### src/rtl/lfsr_encryptor_if.sv
// Handshake and data-memory port bundle for the LFSR encryptor.
// The engine is the memory master; the slave side is the memory plus the launching controller.
interface lfsr_encryptor_if;
  logic       req;
  logic       ack;
  logic       busy;
  logic [7:0] mem_addr;
  logic [7:0] mem_rdata;
  logic [7:0] mem_wdata;
  logic       mem_we;

  modport master (
    input  req, mem_rdata,
    output ack, busy, mem_addr, mem_wdata, mem_we
  );

  modport slave (
    output req, mem_rdata,
    input  ack, busy, mem_addr, mem_wdata, mem_we
  );
endinterface

### src/rtl/lfsr_encryptor.sv
// Program #1 encryption engine: pads the plaintext with leading spaces, XORs it with a
// 7-bit LFSR stream, prepends an even-parity bit and writes 64 ciphertext bytes to memory.
module lfsr_encryptor #(
  parameter int unsigned MSG_BASE = 0,
  parameter int unsigned MSG_MAX  = 61,
  parameter int unsigned CFG_BASE = 61,
  parameter int unsigned OUT_BASE = 64,
  parameter int unsigned N_OUT    = 64
) (
  input  logic              clk,
  input  logic              init,
  lfsr_encryptor_if.master  bus
);

  localparam logic [7:0] MSG_BASE8 = 8'(MSG_BASE);
  localparam logic [7:0] MSG_MAX8  = 8'(MSG_MAX);
  localparam logic [7:0] CFG_BASE8 = 8'(CFG_BASE);
  localparam logic [7:0] OUT_BASE8 = 8'(OUT_BASE);
  localparam logic [7:0] LAST_IDX  = 8'(N_OUT - 1);

  typedef enum logic [2:0] {
    IDLE, LD_LEN, LD_PTRN, LD_INIT, RD, WR, DONE
  } state_t;

  state_t     state;
  logic       req_q;
  logic [3:0] plen;
  logic [6:0] ptrn;
  logic [6:0] lfsr;
  logic [7:0] idx;

  logic [7:0] plain;
  logic [7:0] offset;
  logic [6:0] c_next;
  logic [6:0] lfsr_next;

  // Slots before the message (leading padding) and past its end both encrypt a space.
  function automatic logic pad_slot(input logic [7:0] i, input logic [3:0] len);
    logic [7:0] k;
    k = i - {4'd0, len};
    return (i < {4'd0, len}) || (k >= MSG_MAX8);
  endfunction

  function automatic logic [7:0] rd_addr(input logic [7:0] i, input logic [3:0] len);
    return pad_slot(i, len) ? 8'd0 : MSG_BASE8 + (i - {4'd0, len});
  endfunction

  always_comb begin
    plain     = pad_slot(idx, plen) ? 8'h20 : bus.mem_rdata;
    offset    = plain - 8'h20;
    c_next    = offset[6:0] ^ lfsr;
    lfsr_next = {lfsr[5:0], ^(lfsr & ptrn)};
  end

  // Outputs are registered: each state's address is set up on the edge that enters it,
  // so the combinational memory read is valid throughout that state.
  always_ff @(posedge clk or negedge init) begin
    if (!init) begin
      state         <= IDLE;
      req_q         <= 1'b1;
      plen          <= '0;
      ptrn          <= '0;
      lfsr          <= '0;
      idx           <= '0;
      bus.ack       <= 1'b0;
      bus.busy      <= 1'b0;
      bus.mem_addr  <= '0;
      bus.mem_wdata <= '0;
      bus.mem_we    <= 1'b0;
    end else begin
      req_q <= bus.req;
      case (state)
        IDLE: begin
          if (req_q && !bus.req) begin
            state        <= LD_LEN;
            bus.busy     <= 1'b1;
            bus.mem_addr <= CFG_BASE8;
          end
        end
        LD_LEN: begin
          plen         <= bus.mem_rdata[3:0];
          idx          <= '0;
          state        <= LD_PTRN;
          bus.mem_addr <= CFG_BASE8 + 8'd1;
        end
        LD_PTRN: begin
          ptrn         <= bus.mem_rdata[6:0];
          state        <= LD_INIT;
          bus.mem_addr <= CFG_BASE8 + 8'd2;
        end
        LD_INIT: begin
          // An all-zero seed would lock the LFSR, so it is replaced by 1.
          lfsr         <= (bus.mem_rdata[6:0] == 7'd0) ? 7'h01 : bus.mem_rdata[6:0];
          state        <= RD;
          bus.mem_addr <= rd_addr(idx, plen);
        end
        RD: begin
          bus.mem_wdata <= {^c_next, c_next};
          bus.mem_addr  <= OUT_BASE8 + idx;
          bus.mem_we    <= 1'b1;
          state         <= WR;
        end
        WR: begin
          lfsr       <= lfsr_next;
          idx        <= idx + 8'd1;
          bus.mem_we <= 1'b0;
          if (idx == LAST_IDX) begin
            state        <= DONE;
            bus.busy     <= 1'b0;
            bus.ack      <= 1'b1;
            bus.mem_addr <= '0;
          end else begin
            state        <= RD;
            bus.mem_addr <= rd_addr(idx + 8'd1, plen);
          end
        end
        DONE: begin
          if (bus.req) begin
            state   <= IDLE;
            bus.ack <= 1'b0;
          end
        end
        default: begin
          state      <= IDLE;
          bus.busy   <= 1'b0;
          bus.ack    <= 1'b0;
          bus.mem_we <= 1'b0;
        end
      endcase
    end
  end

endmodule

### src/flat_wrapper.sv
// flat-port wrapper written by rule: the top's interface ports become plain ports
module lfsr_encryptor_flat 
#(
  parameter int unsigned MSG_BASE = 0,
  parameter int unsigned MSG_MAX  = 61,
  parameter int unsigned CFG_BASE = 61,
  parameter int unsigned OUT_BASE = 64,
  parameter int unsigned N_OUT    = 64
)
  (clk, init, bus_req, bus_mem_rdata, bus_ack, bus_busy, bus_mem_addr, bus_mem_wdata, bus_mem_we);
  lfsr_encryptor_if bus_i ();
  input  logic clk;
  input  logic init;
  input wire logic [$bits(bus_i.req)-1:0] bus_req;
  input wire logic [$bits(bus_i.mem_rdata)-1:0] bus_mem_rdata;
  output wire logic [$bits(bus_i.ack)-1:0] bus_ack;
  output wire logic [$bits(bus_i.busy)-1:0] bus_busy;
  output wire logic [$bits(bus_i.mem_addr)-1:0] bus_mem_addr;
  output wire logic [$bits(bus_i.mem_wdata)-1:0] bus_mem_wdata;
  output wire logic [$bits(bus_i.mem_we)-1:0] bus_mem_we;
  assign bus_i.req = bus_req;
  assign bus_i.mem_rdata = bus_mem_rdata;
  assign bus_ack = bus_i.ack;
  assign bus_busy = bus_i.busy;
  assign bus_mem_addr = bus_i.mem_addr;
  assign bus_mem_wdata = bus_i.mem_wdata;
  assign bus_mem_we = bus_i.mem_we;
  lfsr_encryptor #(.MSG_BASE(MSG_BASE), .MSG_MAX(MSG_MAX), .CFG_BASE(CFG_BASE), .OUT_BASE(OUT_BASE), .N_OUT(N_OUT)) u_core (.clk(clk), .init(init), .bus(bus_i));
endmodule
### config.mk
export PLATFORM = sky130hd
export DESIGN_NAME = lfsr_encryptor_flat
export DESIGN_NICKNAME = d
export VERILOG_FILES = /design/src/rtl/lfsr_encryptor_if.sv /design/src/rtl/lfsr_encryptor.sv /design/src/flat_wrapper.sv
export SDC_FILE = /design/constraint.sdc
export NUM_CORES = 1
export LEC_CHECK = 0
export ABC_AREA = 1
export BUFFER_PORTS_ARGS = -buffer_cell sky130_fd_sc_hd__buf_2
export CAP_MARGIN = 15
export CORE_MARGIN = 4
export CORE_UTILIZATION = 33
export CTS_BUF_LIST = sky130_fd_sc_hd__clkbuf_16
export DETAILED_ROUTE_END_ITERATION = 6
export PLACE_DENSITY = 0.45
export SETUP_SLACK_MARGIN = 0.02
export SYNTH_ARGS = -nofsm -noshare
export SYNTH_HDL_FRONTEND = slang
export SYNTH_SLANG_ARGS = --single-unit
### constraint.sdc
create_clock -name clk -period 3.45 [get_ports clk]
set_clock_uncertainty 0.05 [all_clocks]
set_input_delay 0.5175 -clock clk [delete_from_list [all_inputs] [get_ports clk]]
set_output_delay 0.5175 -clock clk [all_outputs]
set_load 0.005 [all_outputs]
==> parameters.txt, run 1 <==
Parameter                              Value

Outcome
  Outcome ... finished clean

Detailed routing
  DRC violations left ... 0
  Number of vias after detailed routing ... 2,853
  Iteration count of the initial detailed-routing pass ... 4
  Initial DRC Count ... 134
  Post-detailed-routing wire length ... approximately 8.4 mm
  Avg WL per Cell ... roughly 14 um
  Ratio of routed vias to standard cells ... about 4.8
  Antenna violation net count after detailed routing ... 0

Finish
  Post-route insts no fill ... 597
  Count of nets after finishing ... approximately 500
  Final instance area ... 0.003747 sq mm
  Area added between synthesis and finish ... 13.96%
  Diodes inserted ... 0
  Filler cell count in the final layout ... ~1,000
  Layout cells sized above 1 ... 0.1810

CTS
  CTS tree ... built
  CTS Root Buffer Type ... sky130_fd_sc_hd__clkbuf_16
  Clock sinks ... 49
  Buffer levels on the longest clock path ... 2
  Inserted Clock Buffers ... 5
  Clock transition at the registers of the reported paths ... ~0.070 ns
  Number of hold buffers added after CTS ... 0
  Skew-Pair Late Insertion Delay ... 0.29 ns
  Setup Fix Bufs, Post-CTS ... 0
  Post_cts resized ... 0
  CTS H-tree lvls ... 2

Placed design
  Post-detailed-placement half-perimeter wirelength ... around 6.6 mm
  Pre-CTS setup slack ... slightly above 0.4 ns
  Number of placed cells counting well taps ... approximately 590
  Weighted congestion at the end of routability-driven global placement ... ~0.83
  Buffers added on ports ... 28
  Placed inst area ... ~0.0036 sq mm

Logic synthesis
  FF+latch count, synth ... 49
  Post-synthesis share of cell area spent on full adders, half adders and majority gates ... 0.06164
  Async S/R FF share, synth ... 1.000
  Gate count after technology mapping ... between 400 and 500
  Number of distinct library cell variants in the gate-level netlist after synthesis ... 45
  Count of yosys warnings during synthesis ... 0
  Primary FF master, synth ... sky130_fd_sc_hd__dfrtp_1
  Synth Area in XOR/XNOR ... 0.05327
  Synthesized netlist net count ... ~450
  Combinational family with the most area after synthesis ... simple AND/OR/NAND/NOR gates
  Syn avg cell area ... between 7 and 8 sq um
  Number of enable-type register cells in the synthesized netlist ... 0
  Most frequently used cell type in the post-synthesis netlist ... sky130_fd_sc_hd__nand2_1
  Total standard cell area after synthesis ... ~0.0033 sq mm
  Leading cell types by total area after synthesis ... sky130_fd_sc_hd__dfrtp_1 (37%), sky130_fd_sc_hd__nand2_1 (13%), sky130_fd_sc_hd__o21ai_0 (6.4%)
  Multiplexer area fraction after synthesis ... 0.003425
  Compound-gate portion of the synthesized area ... 0.1279
  Yosys top cell area share ... 0.3653
  Most numerous cell types in the synthesized netlist ... sky130_fd_sc_hd__nand2_1 (115), sky130_fd_sc_hd__dfrtp_1 (48), sky130_fd_sc_hd__inv_1 (48)
  Cell type with the largest total area after synthesis ... sky130_fd_sc_hd__dfrtp_1
  Sequential element share of the synthesized area ... 0.3733
  Basic-gate share of the synthesized area counting and, or, nand and nor cells ... 0.3006

Floorplanning
  Core Rows ... 36
  Core Footprint ... between 0.009 and 0.01 sq mm
  Boundary Pins ... 30
  Width of the die ... ~110 um
  Initial core utilization ... 0.3380
  Die H ... ~110 um
  Area of the die ... between 0.01 and 0.015 sq mm

Timing
  Final slew viol count ... 0
  Setup Total Neg Slack ... 0 ns
  Unrepaired setup endpoints after global routing ... no
  Final clock period utilization by the worst path ... 0.8800
  Highest attainable clock frequency ... about 0.33 GHz
  Fin crit period ... 3.036 ns
  Transition time at the pin with the least slew margin ... between 0.7 and 0.8 ns
  Final Worst Setup Slack ... 0.4140 ns
  Relative slew margins ... 0.4683
  Final setup viols ... 0
  Final count of hold timing violations ... 0

Pwr
  Maximum VDD drop ... 0.2187 mV
  Areal power density over the cells ... a little under 900 mW/mm^2
  Static leakage ... roughly 1.9 nW

Setup path
  Required time reported for the critical path endpoint ... between 3 and 4 ns
  Category of the most critical setup path ... reg2reg
  Critical Path Start Type ... flip-flop
  CP arrival ... about 3.2 ns
  Nature of the critical path endpoint ... flip-flop
  Largest fanout of any net on the critical path ... 15

Global routing
  Via count of the first global-routing pass ... between 2,000 and 3,000
  Wire length of the first global-routing pass ... 14.22 mm
  Global Route Usage Sum ... 0.1568
  Sum of overflow across all layers after global routing ... 0
  Initial antenna violation count ... 0
  Largest net degree at the start of global routing ... 35

Run
  Count of max-cap constraint violations ... 0

Worst hold path
  Worst min path class ... in2async
[routing by layer]
metal	vias to the layer above	wire length (um)	track usage
met5	-	0	0
met4	0	145	0.04689
met3	11	339	0.01860
met2	52	3478	0.2242
met1	1318	4464	0.2442
li1	1472	-	-
[cells in the final DEF, fill, tap and decap left out, types with 4 or more instances in the layout]
master and count:
sky130_fd_sc_hd__ha_1 13, sky130_fd_sc_hd__nand4_2 6, sky130_fd_sc_hd__a21oi_1 8, sky130_fd_sc_hd__nand4_1 5, sky130_fd_sc_hd__dfrtp_1 48, sky130_fd_sc_hd__a31oi_1 4
sky130_fd_sc_hd__clkbuf_16 5, sky130_fd_sc_hd__inv_1 48, sky130_fd_sc_hd__o21ai_0 42, sky130_fd_sc_hd__xor2_1 8, sky130_fd_sc_hd__xnor2_1 7, sky130_fd_sc_hd__nor3_1 5
sky130_fd_sc_hd__nand3_2 4, sky130_fd_sc_hd__inv_2 7, sky130_fd_sc_hd__nand3_1 22, sky130_fd_sc_hd__o22ai_1 6, sky130_fd_sc_hd__nor2_1 30, sky130_fd_sc_hd__buf_4 7
sky130_fd_sc_hd__nand2_2 12, sky130_fd_sc_hd__buf_2 28, sky130_fd_sc_hd__nand2_1 115
[through the flow]
stage                     power, mW  hold WS (ns)  utilization
final                         3.337        0.2574       0.3852
after global routing          3.700        0.3001       0.3852
after CTS                     3.368        0.2903       0.3852
after detailed placement      2.857        0.4121       0.3705
after global placement        2.845        0.4082       0.3705
after floorplan               2.321        0.1719            -
[state kept, by name, summed over array words and instances (netlist names)]
name and count:
u_core.bus.ack 1, u_core.idx 8, u_core.req_q 1, u_core.plen 4, u_core.bus.mem_wdata 8, u_core.lfsr 7
u_core.bus.mem_we 1, u_core.ptrn 7, u_core.state 3, u_core.bus.mem_addr 8, u_core.bus.busy 1
[final timing paths]
kind | startpoint | depth (start not counted) | end | slack (ns)
min | init | 1 | u_core.bus.mem_wdata[7] | 0.26
min in group clk | bus_req | 1 | u_core.req_q | 0.29
max | u_core.idx[0] | 22 | u_core.bus.mem_wdata[7] | 0.41
min reg2reg | u_core.bus.mem_wdata[7] | 2 | u_core.bus.mem_wdata[7] | 0.42
max reg2reg | u_core.idx[0] | 22 | u_core.bus.mem_wdata[7] | 0.41
max in group asynchronous | init | 2 | u_core.req_q | 2.31
[area by class of cell]
cell class,count,area [sq um],share of cell area
Multi-Input combinational cell,314,1798,0.4798
Clock buffer,5,125.1,0.03339
Timing Repair Buffer,35,192.7,0.05142
Clock inverter,3,17.52,0.004674
Sequential cell,49,1227,0.3275
Inverter,58,220.2,0.05876
Tap cell,133,166.4,0.04441
[where the power goes]
| group | switching [mW] | internal [mW] |
|---|---|---|
| clock | 0.227 | 0.267 |
| sequential | 0.162 | 0.798 |
| combinational | 1.19 | 0.692 |
| total | 1.58 | 1.76 |
[kinds of logic (layout without fill, tap and decap cells)]
| group | Yosys count | count (layout) |
|---|---|---|
| AND/OR/NAND/NOR | 208 | 208 |
| flip-flops | 49 | 49 |
| buffers and inverters | 65 | 101 |
| multiplexers | 1 | 1 |
| AO/OA/AOI/OAI | 73 | 73 |
| XOR/XNOR | 17 | 17 |
| adder cells (fa/ha/maj) | 15 | 15 |
[worst max-delay path, stage by stage (launching register included)]
cell and delay [ns]:
sky130_fd_sc_hd__dfrtp_1 0.40, sky130_fd_sc_hd__inv_1 0.18, sky130_fd_sc_hd__ha_1 0.17, sky130_fd_sc_hd__inv_1 0.07, sky130_fd_sc_hd__fa_1 0.38, sky130_fd_sc_hd__nand2_1 0.10
sky130_fd_sc_hd__nand2_1 0.06, sky130_fd_sc_hd__nand2_1 0.13, sky130_fd_sc_hd__nand3_1 0.09, sky130_fd_sc_hd__nand2_1 0.06, sky130_fd_sc_hd__nand3_1 0.16, sky130_fd_sc_hd__nor2_8 0.31
sky130_fd_sc_hd__nand3_1 0.11, sky130_fd_sc_hd__nand2_1 0.09, sky130_fd_sc_hd__nand2_2 0.07, sky130_fd_sc_hd__inv_1 0.09, sky130_fd_sc_hd__nand2_1 0.05, sky130_fd_sc_hd__nand2_1 0.07
sky130_fd_sc_hd__nand2_1 0.05, sky130_fd_sc_hd__nand2_1 0.06, sky130_fd_sc_hd__nand2_1 0.04, sky130_fd_sc_hd__nand3_1 0.08, sky130_fd_sc_hd__nand2_1 0.05
(Power assumes the default switching activity.)
==> inputs of run 2 (changes only) <==
CORE_ASPECT_RATIO = 1.2   (was not set)
==> run 2 against run 1 <==
- setup slack improved by 0.045 ns
- critical path depth decreased by 8
- clock power increased by 15%
- utilization increased by 0.58 points
- via count increased by 0.46%
- final area increased by 0.30%
- first-iteration DRC count decreased by 4.5%
- cell count decreased by 1.7%
- non-clock buffer count unchanged
- combinational power about the same
==> parameters.txt, run 2 (synthesis gave the netlist of run 1 again) <==
Parameter                              Value

Outcome
  Outcome ... finished clean

Setup path
  Nature of the critical path endpoint ... flip-flop
  CP arrival ... 3.17 ns (about the same)
  Critical Path Start Type ... flip-flop
  Required time reported for the critical path endpoint ... 3.63 ns (+0.04 ns)
  Register-to-Register Path Depth ... 14 (-36%)
  Largest fanout of any net on the critical path ... 5 (-10)
  Category of the most critical setup path ... reg2reg

Timing
  Relative slew margins ... 0.5253 (+0.05697)
  Final clock period utilization by the worst path ... 0.8668 (-0.01318)
  Final slew viol count ... 0 (unchanged)
  Final count of hold timing violations ... 0 (unchanged)
  Unrepaired setup endpoints after global routing ... no
  Transition time at the pin with the least slew margin ... 0.7121 ns (-0.08545 ns)
  Final setup viols ... 0 (unchanged)
  Setup Total Neg Slack ... 0 ns (unchanged)
  Highest attainable clock frequency ... 0.3344 GHz (+1.5%)
  Fin crit period ... 2.990 ns (-0.04546 ns)

Finish
  Largest registers in the final layout ... u_core.bus.mem_addr (8), u_core.bus.mem_wdata (8), u_core.idx (8)
  Most common library cell in the layout ignoring fill and taps ... sky130_fd_sc_hd__nand2_1
  Filler cell count in the final layout ... 1,004 (-2.7%)
  Sequential cell area ... 0.001227 sq mm (unchanged)
  Area added between synthesis and finish ... 14.31%
  Area taken by multi-input logic gates ... 0.001798 sq mm (unchanged)
  Commonest cells after routing, fill and taps aside ... sky130_fd_sc_hd__nand2_1 (115), sky130_fd_sc_hd__inv_1 (48), sky130_fd_sc_hd__dfrtp_1 (48)
  Diodes inserted ... 0 (unchanged)
  Layout cells sized above 1 ... 0.1810 (unchanged)
  Final instance area ... 0.003759 sq mm (+0.30%)
  Count of nets after finishing ... 489 (unchanged)

CTS
  CTS tree ... built
  CTS H-tree lvls ... 2 (unchanged)
  Clock sinks ... 49 (unchanged)
  Inserted Clock Buffers ... 5 (unchanged)
  Post_cts resized ... 0 (unchanged)
  Setup Fix Bufs, Post-CTS ... 0 (unchanged)
  CTS Root Buffer Type ... sky130_fd_sc_hd__clkbuf_16
  Number of hold buffers added after CTS ... 0 (unchanged)
  Buffer levels on the longest clock path ... 2 (unchanged)
  Skew-Pair Late Insertion Delay ... 0.29 ns (about the same)
  Clock transition at the registers of the reported paths ... 0.07 ns (about the same)

Detailed routing
  DRC violations left ... 0 (unchanged)
  Highest routed layer ... met4
  Antenna violation net count after detailed routing ... 0 (unchanged)
  Ratio of routed vias to standard cells ... 4.882 (+2.2%)
  Number of vias after detailed routing ... 2,866 (+0.46%)
  Detailed-route wire length on metal 1 ... 3.897 mm (-13%)
  Iteration count of the initial detailed-routing pass ... 4 (unchanged)
  Post-detailed-routing wire length ... 8.880 mm (+5.4%)
  Detail Route met2 WL ... 4.620 mm (+33%)
  Avg WL per Cell ... 15.13 um (+7.2%)
  Initial DRC Count ... 128 (-4.5%)
  Met3 Wirelength ... 213 um (-37%)

Floorplanning
  Initial core utilization ... 0.3421 (+0.004091)
  Core Rows ... 39 (+8.3%)
  Die H ... 117.4 um (+8.8%)
  Core Footprint ... 0.009613 sq mm (-1.2%)
  Boundary Pins ... 30 (unchanged)
  Width of the die ... 99.13 um (-8.1%)
  Area of the die ... 0.01163 sq mm (about the same)

Pwr
  Power share of the clock group ... 0.167 (+0.019)
  Logic gate share of total power ... 0.551 (-0.013)
  Register share of total power ... 0.281 (-0.006)
  Switching share of total power ... 0.4640 (-0.009758)
  Net load switching power ... 1.583 mW (+0.12%)
  Internal power ... 1.828 mW (+4.1%)
  Maximum VDD drop ... 0.3081 mV (+41%)
  Static leakage ... 1.871 nW (+0.39%)
  Areal power density over the cells ... 907.7 mW/mm^2 (+1.9%)

Global routing
  Initial antenna violation count ... 0 (unchanged)
  Global Route Usage Sum ... 0.1615 (+0.004685)
  Via count of the first global-routing pass ... 2,982 (+11%)
  Sum of overflow across all layers after global routing ... 0 (unchanged)
  Wire length of the first global-routing pass ... 15.15 mm (+6.5%)
  Largest net degree at the start of global routing ... 30 (-14%)

Placed design
  Weighted congestion at the end of routability-driven global placement ... 0.8552 (+3.2%)
  Placed inst area ... 0.003592 sq mm (-0.35%)
  Post-detailed-placement half-perimeter wirelength ... 6.851 mm (+4.3%)
  Buffers added on ports ... 28 (unchanged)

Run
  Count of max-cap constraint violations ... 0 (unchanged)

Worst hold path
  Worst min path class ... in2async
-- run 2: layer usage --
| layer | GRT usage | up-vias |
|---|---|---|
| met5 | 0 | - |
| met4 | 0.04099 | 0 |
| met3 | 0.02257 | 13 |
| met2 | 0.2945 | 45 |
| met1 | 0.1965 | 1340 |
| li1 | - | 1468 |
-- run 2: through the flow --
step / util / total power [mW] / instances / worst slack, ns / hold WS (ns)
floorplan: - / 2.321 / 428 / 0.8329 / 0.1719
global placement: 0.3737 / 2.848 / 579 / 0.4614 / 0.4115
detailed placement: 0.3737 / 2.868 / 579 / 0.4498 / 0.4156
CTS: 0.3910 / 3.455 / 587 / 0.4230 / 0.2527
global route: 0.3910 / 3.754 / 587 / 0.1875 / 0.2869
finish: 0.3910 / 3.412 / 587 / 0.4595 / 0.2244
-- run 2: critical path, cell delays in order (launching register included) --
cell and delay (ns):
sky130_fd_sc_hd__dfrtp_1 0.48, sky130_fd_sc_hd__ha_1 0.27, sky130_fd_sc_hd__xor2_1 0.22, sky130_fd_sc_hd__ha_1 0.31, sky130_fd_sc_hd__nand2_1 0.08, sky130_fd_sc_hd__nand2_1 0.04, sky130_fd_sc_hd__a31oi_1 0.24, sky130_fd_sc_hd__nor2_1 0.07
sky130_fd_sc_hd__nor2_1 0.25, sky130_fd_sc_hd__nand3_2 0.13, sky130_fd_sc_hd__xnor2_2 0.22, sky130_fd_sc_hd__nand3_2 0.18, sky130_fd_sc_hd__o21ai_1 0.21, sky130_fd_sc_hd__o21bai_1 0.10, sky130_fd_sc_hd__inv_1 0.06
-- run 2: power by group through the flow --
stage	Clock (mW)	Combinational, mW	Sequential (mW)
after floorplan	0	1.38	0.940
after global placement	0	1.88	0.966
after detailed placement	0	1.90	0.972
after CTS	0.587	1.90	0.963
after global routing	0.606	2.16	0.992
final	0.570	1.88	0.960
-- run 2: cell type report --
type | instances | share of cell area
Multi-Input combinational cell | 314 | 0.4784
Inverter | 58 | 0.05859
Tap cell | 123 | 0.04095
Clock inverter | 3 | 0.01099
Clock buffer | 5 | 0.03329
Sequential cell | 49 | 0.3266
Timing Repair Buffer | 35 | 0.05127
-- run 2: path summary, 6_finish.rpt --
path	start	endpoint	slack, ns
max reg2reg	u_core.idx[1]	u_core.bus.mem_addr[2]	0.46
min reg2reg	u_core.bus.mem_wdata[7]	u_core.bus.mem_wdata[7]	0.43
min	init	u_core.bus.mem_wdata[6]	0.22
max in group asynchronous	init	u_core.req_q	2.32
max	u_core.idx[1]	u_core.bus.mem_addr[2]	0.46
min in group clk	bus_req	u_core.req_q	0.30
==> inputs of run 3 (changes only) <==
REMOVE_ABC_BUFFERS = 1   (was not set)
==> run 3 against run 2 <==
- flip-flop and latch count unchanged
- sequential power about the same
- final area decreased by 0.17%
- cell count decreased by 0.17%
- register-to-register slack got worse by 0.02 ns
- wire length decreased by 3.4%
- first-iteration DRC count decreased by 23%
- fmax decreased by 0.51%
- power decreased by 1.4%
- die area unchanged
- setup slack got worse by 0.015 ns
- non-clock buffer count unchanged
- largest power group unchanged
- highest routed layer unchanged
==> parameters.txt, run 3 (synthesis gave the netlist of run 1 again) <==
Parameter                              Value

Worst hold path
  Worst min path class ... in2async

Finish
  Most common library cell in the layout ignoring fill and taps ... sky130_fd_sc_hd__nand2_1
  Sequential cell area ... 0.001227 sq mm (unchanged)
  Filler cell count in the final layout ... 993 (-1.1%)
  Diodes inserted ... 0 (unchanged)
  Area added between synthesis and finish ... 14.12%
  Commonest cells after routing, fill and taps aside ... sky130_fd_sc_hd__nand2_1 (115), sky130_fd_sc_hd__inv_1 (48), sky130_fd_sc_hd__dfrtp_1 (48)
  Count of nets after finishing ... 489 (unchanged)
  Final instance area ... 0.003752 sq mm (-0.17%)
  Layout cells sized above 1 ... 0.1814 (+0.0003910)
  Area taken by multi-input logic gates ... 0.001798 sq mm (unchanged)
  Largest registers in the final layout ... u_core.bus.mem_addr (8), u_core.bus.mem_wdata (8), u_core.idx (8)
  Post-route insts no fill ... 586 (-0.17%)

Timing
  Final clock period utilization by the worst path ... 0.8713 (+0.004460)
  Setup Total Neg Slack ... 0 ns (unchanged)
  Highest attainable clock frequency ... 0.3327 GHz (-0.51%)
  Final count of hold timing violations ... 0 (unchanged)
  Unrepaired setup endpoints after global routing ... no
  Relative slew margins ... 0.4644 (-0.06091)
  Final slew viol count ... 0 (unchanged)
  Fin crit period ... 3.006 ns (+0.01539 ns)
  Final setup viols ... 0 (unchanged)
  Transition time at the pin with the least slew margin ... 0.8034 ns (+0.09136 ns)

CTS
  Clock sinks ... 49 (unchanged)
  Number of hold buffers added after CTS ... 0 (unchanged)
  Buffer levels on the longest clock path ... 2 (unchanged)
  Skew-Pair Late Insertion Delay ... 0.29 ns (about the same)
  Post_cts resized ... 0 (unchanged)
  CTS H-tree lvls ... 2 (unchanged)
  Inserted Clock Buffers ... 5 (unchanged)
  CTS tree ... built
  Clock transition at the registers of the reported paths ... 0.07 ns (about the same)
  CTS Root Buffer Type ... sky130_fd_sc_hd__clkbuf_16
  Setup Fix Bufs, Post-CTS ... 0 (unchanged)

Global routing
  Largest net degree at the start of global routing ... 34 (+13%)
  Global Route Usage Sum ... 0.1566 (-0.004866)
  Initial antenna violation count ... 0 (unchanged)
  Sum of overflow across all layers after global routing ... 0 (unchanged)
  Via count of the first global-routing pass ... 2,968 (-0.47%)
  Wire length of the first global-routing pass ... 14.73 mm (-2.7%)

Setup path
  Category of the most critical setup path ... reg2reg
  Delay of the slowest cell on the worst path ... 0.41 ns (-0.07 ns)
  Required time reported for the critical path endpoint ... 3.58 ns (-0.05 ns)
  Standard cell with the maximum stage delay on the critical path ... sky130_fd_sc_hd__dfrtp_1
  Largest fanout of any net on the critical path ... 15 (+10)
  Worst path most repeated cell ... sky130_fd_sc_hd__nand2_1
  CP arrival ... 3.14 ns (-0.03 ns)
  Nature of the critical path endpoint ... flip-flop
  WP buf/inv ... 3 (+2)
  Largest delay share family, worst path ... simple AND/OR/NAND/NOR gates
  Critical Path Start Type ... flip-flop
  Crit-path cells ... inv_1, ha_1, inv_1, fa_1, nand2_1, nand2_1, nand2_1, nand3_1, nand2_1, nand3_1, nor2_8, nand3_1, nand2_1, nand2_2, inv_2, nand2_2, nand2_2, nand2_1, nand2_1, nand2_1, nand3_1, nand2_1

Placed design
  Post-detailed-placement half-perimeter wirelength ... 6.730 mm (-1.8%)
  Weighted congestion at the end of routability-driven global placement ... 0.8280 (-3.2%)
  Placed inst area ... 0.003592 sq mm (unchanged)
  Buffers added on ports ... 28 (unchanged)
  Number of placed cells counting well taps ... 579 (unchanged)

Floorplanning
  Core Rows ... 39 (unchanged)
  Initial core utilization ... 0.3421 (unchanged)
  Boundary Pins ... 30 (unchanged)
  Die H ... 117.4 um (unchanged)
  Width of the die ... 99.13 um (unchanged)
  Core Footprint ... 0.009613 sq mm (unchanged)
  Area of the die ... 0.01163 sq mm (unchanged)

Outcome
  Outcome ... finished clean

Pwr
  Maximum VDD drop ... 0.2996 mV (-2.8%)
  Static leakage ... 1.873 nW (+0.11%)
  Total power draw ... 3.365 mW (-1.4%)
  Areal power density over the cells ... 896.9 mW/mm^2 (-1.2%)

Run
  Count of max-cap constraint violations ... 0 (unchanged)

Detailed routing
  DRC violations left ... 0 (unchanged)
  Antenna violation net count after detailed routing ... 0 (unchanged)
  Iteration count of the initial detailed-routing pass ... 4 (unchanged)
  Number of vias after detailed routing ... 2,833 (-1.2%)
  Ratio of routed vias to standard cells ... 4.834 (-0.98%)
  Avg WL per Cell ... 14.64 um (-3.2%)
  Initial DRC Count ... 99 (-23%)
  Post-detailed-routing wire length ... 8.578 mm (-3.4%)
run 3: cell types whose count changed in the layout (fill, tap and decap cells not counted), sizes merged:
cell	change
clkinvlp	-1
run 3: cell type report:
cell class                 count  share of cell area
inverter                      58             0.05869
timing repair buffer          35             0.05135
multi-input combinational    314              0.4792
clock inverter                 2            0.009336
tap                          123             0.04101
sequential                    49              0.3271
clock buffer                   5             0.03334
run 3: worst paths after layout:
kind / cells after the start / endpoint / start / slack [ns]
worst max-delay path: 22 / u_core.bus.mem_wdata[7] / u_core.idx[0] / 0.44
worst min-delay path: 1 / u_core.bus.busy / init / 0.27
worst max register to register: 22 / u_core.bus.mem_wdata[7] / u_core.idx[0] / 0.44
worst min register to register: 2 / u_core.bus.mem_wdata[1] / u_core.bus.mem_wdata[1] / 0.44
max in group asynchronous: 2 / u_core.bus.ack / init / 2.34
min in group clk: 1 / u_core.req_q / bus_req / 0.30
run 3: through the flow:
step / hold slack (ns) / worst slack, ns / util
2_1_floorplan: 0.1719 / 0.7445 / -
3_3_place_gp: 0.4132 / 0.4601 / 0.3737
3_5_place_dp: 0.4236 / 0.4235 / 0.3737
4_1_cts: 0.2872 / 0.4117 / 0.3903
5_1_grt: 0.2867 / 0.05147 / 0.3903
6_report: 0.2685 / 0.4441 / 0.3903
run 3: layer usage:
layer,share of wire,global-route usage
met5,0,0
met4,0.028,0.05636
met3,0.030,0.02078
met2,0.52,0.2798
met1,0.42,0.1891
run 3: power breakdown:
part	internal, mW	switching, mW	leakage, nW
clock network	0.337	0.216	0.0797
registers	0.798	0.163	0.601
logic	0.687	1.16	1.19
total	1.82	1.54	1.87
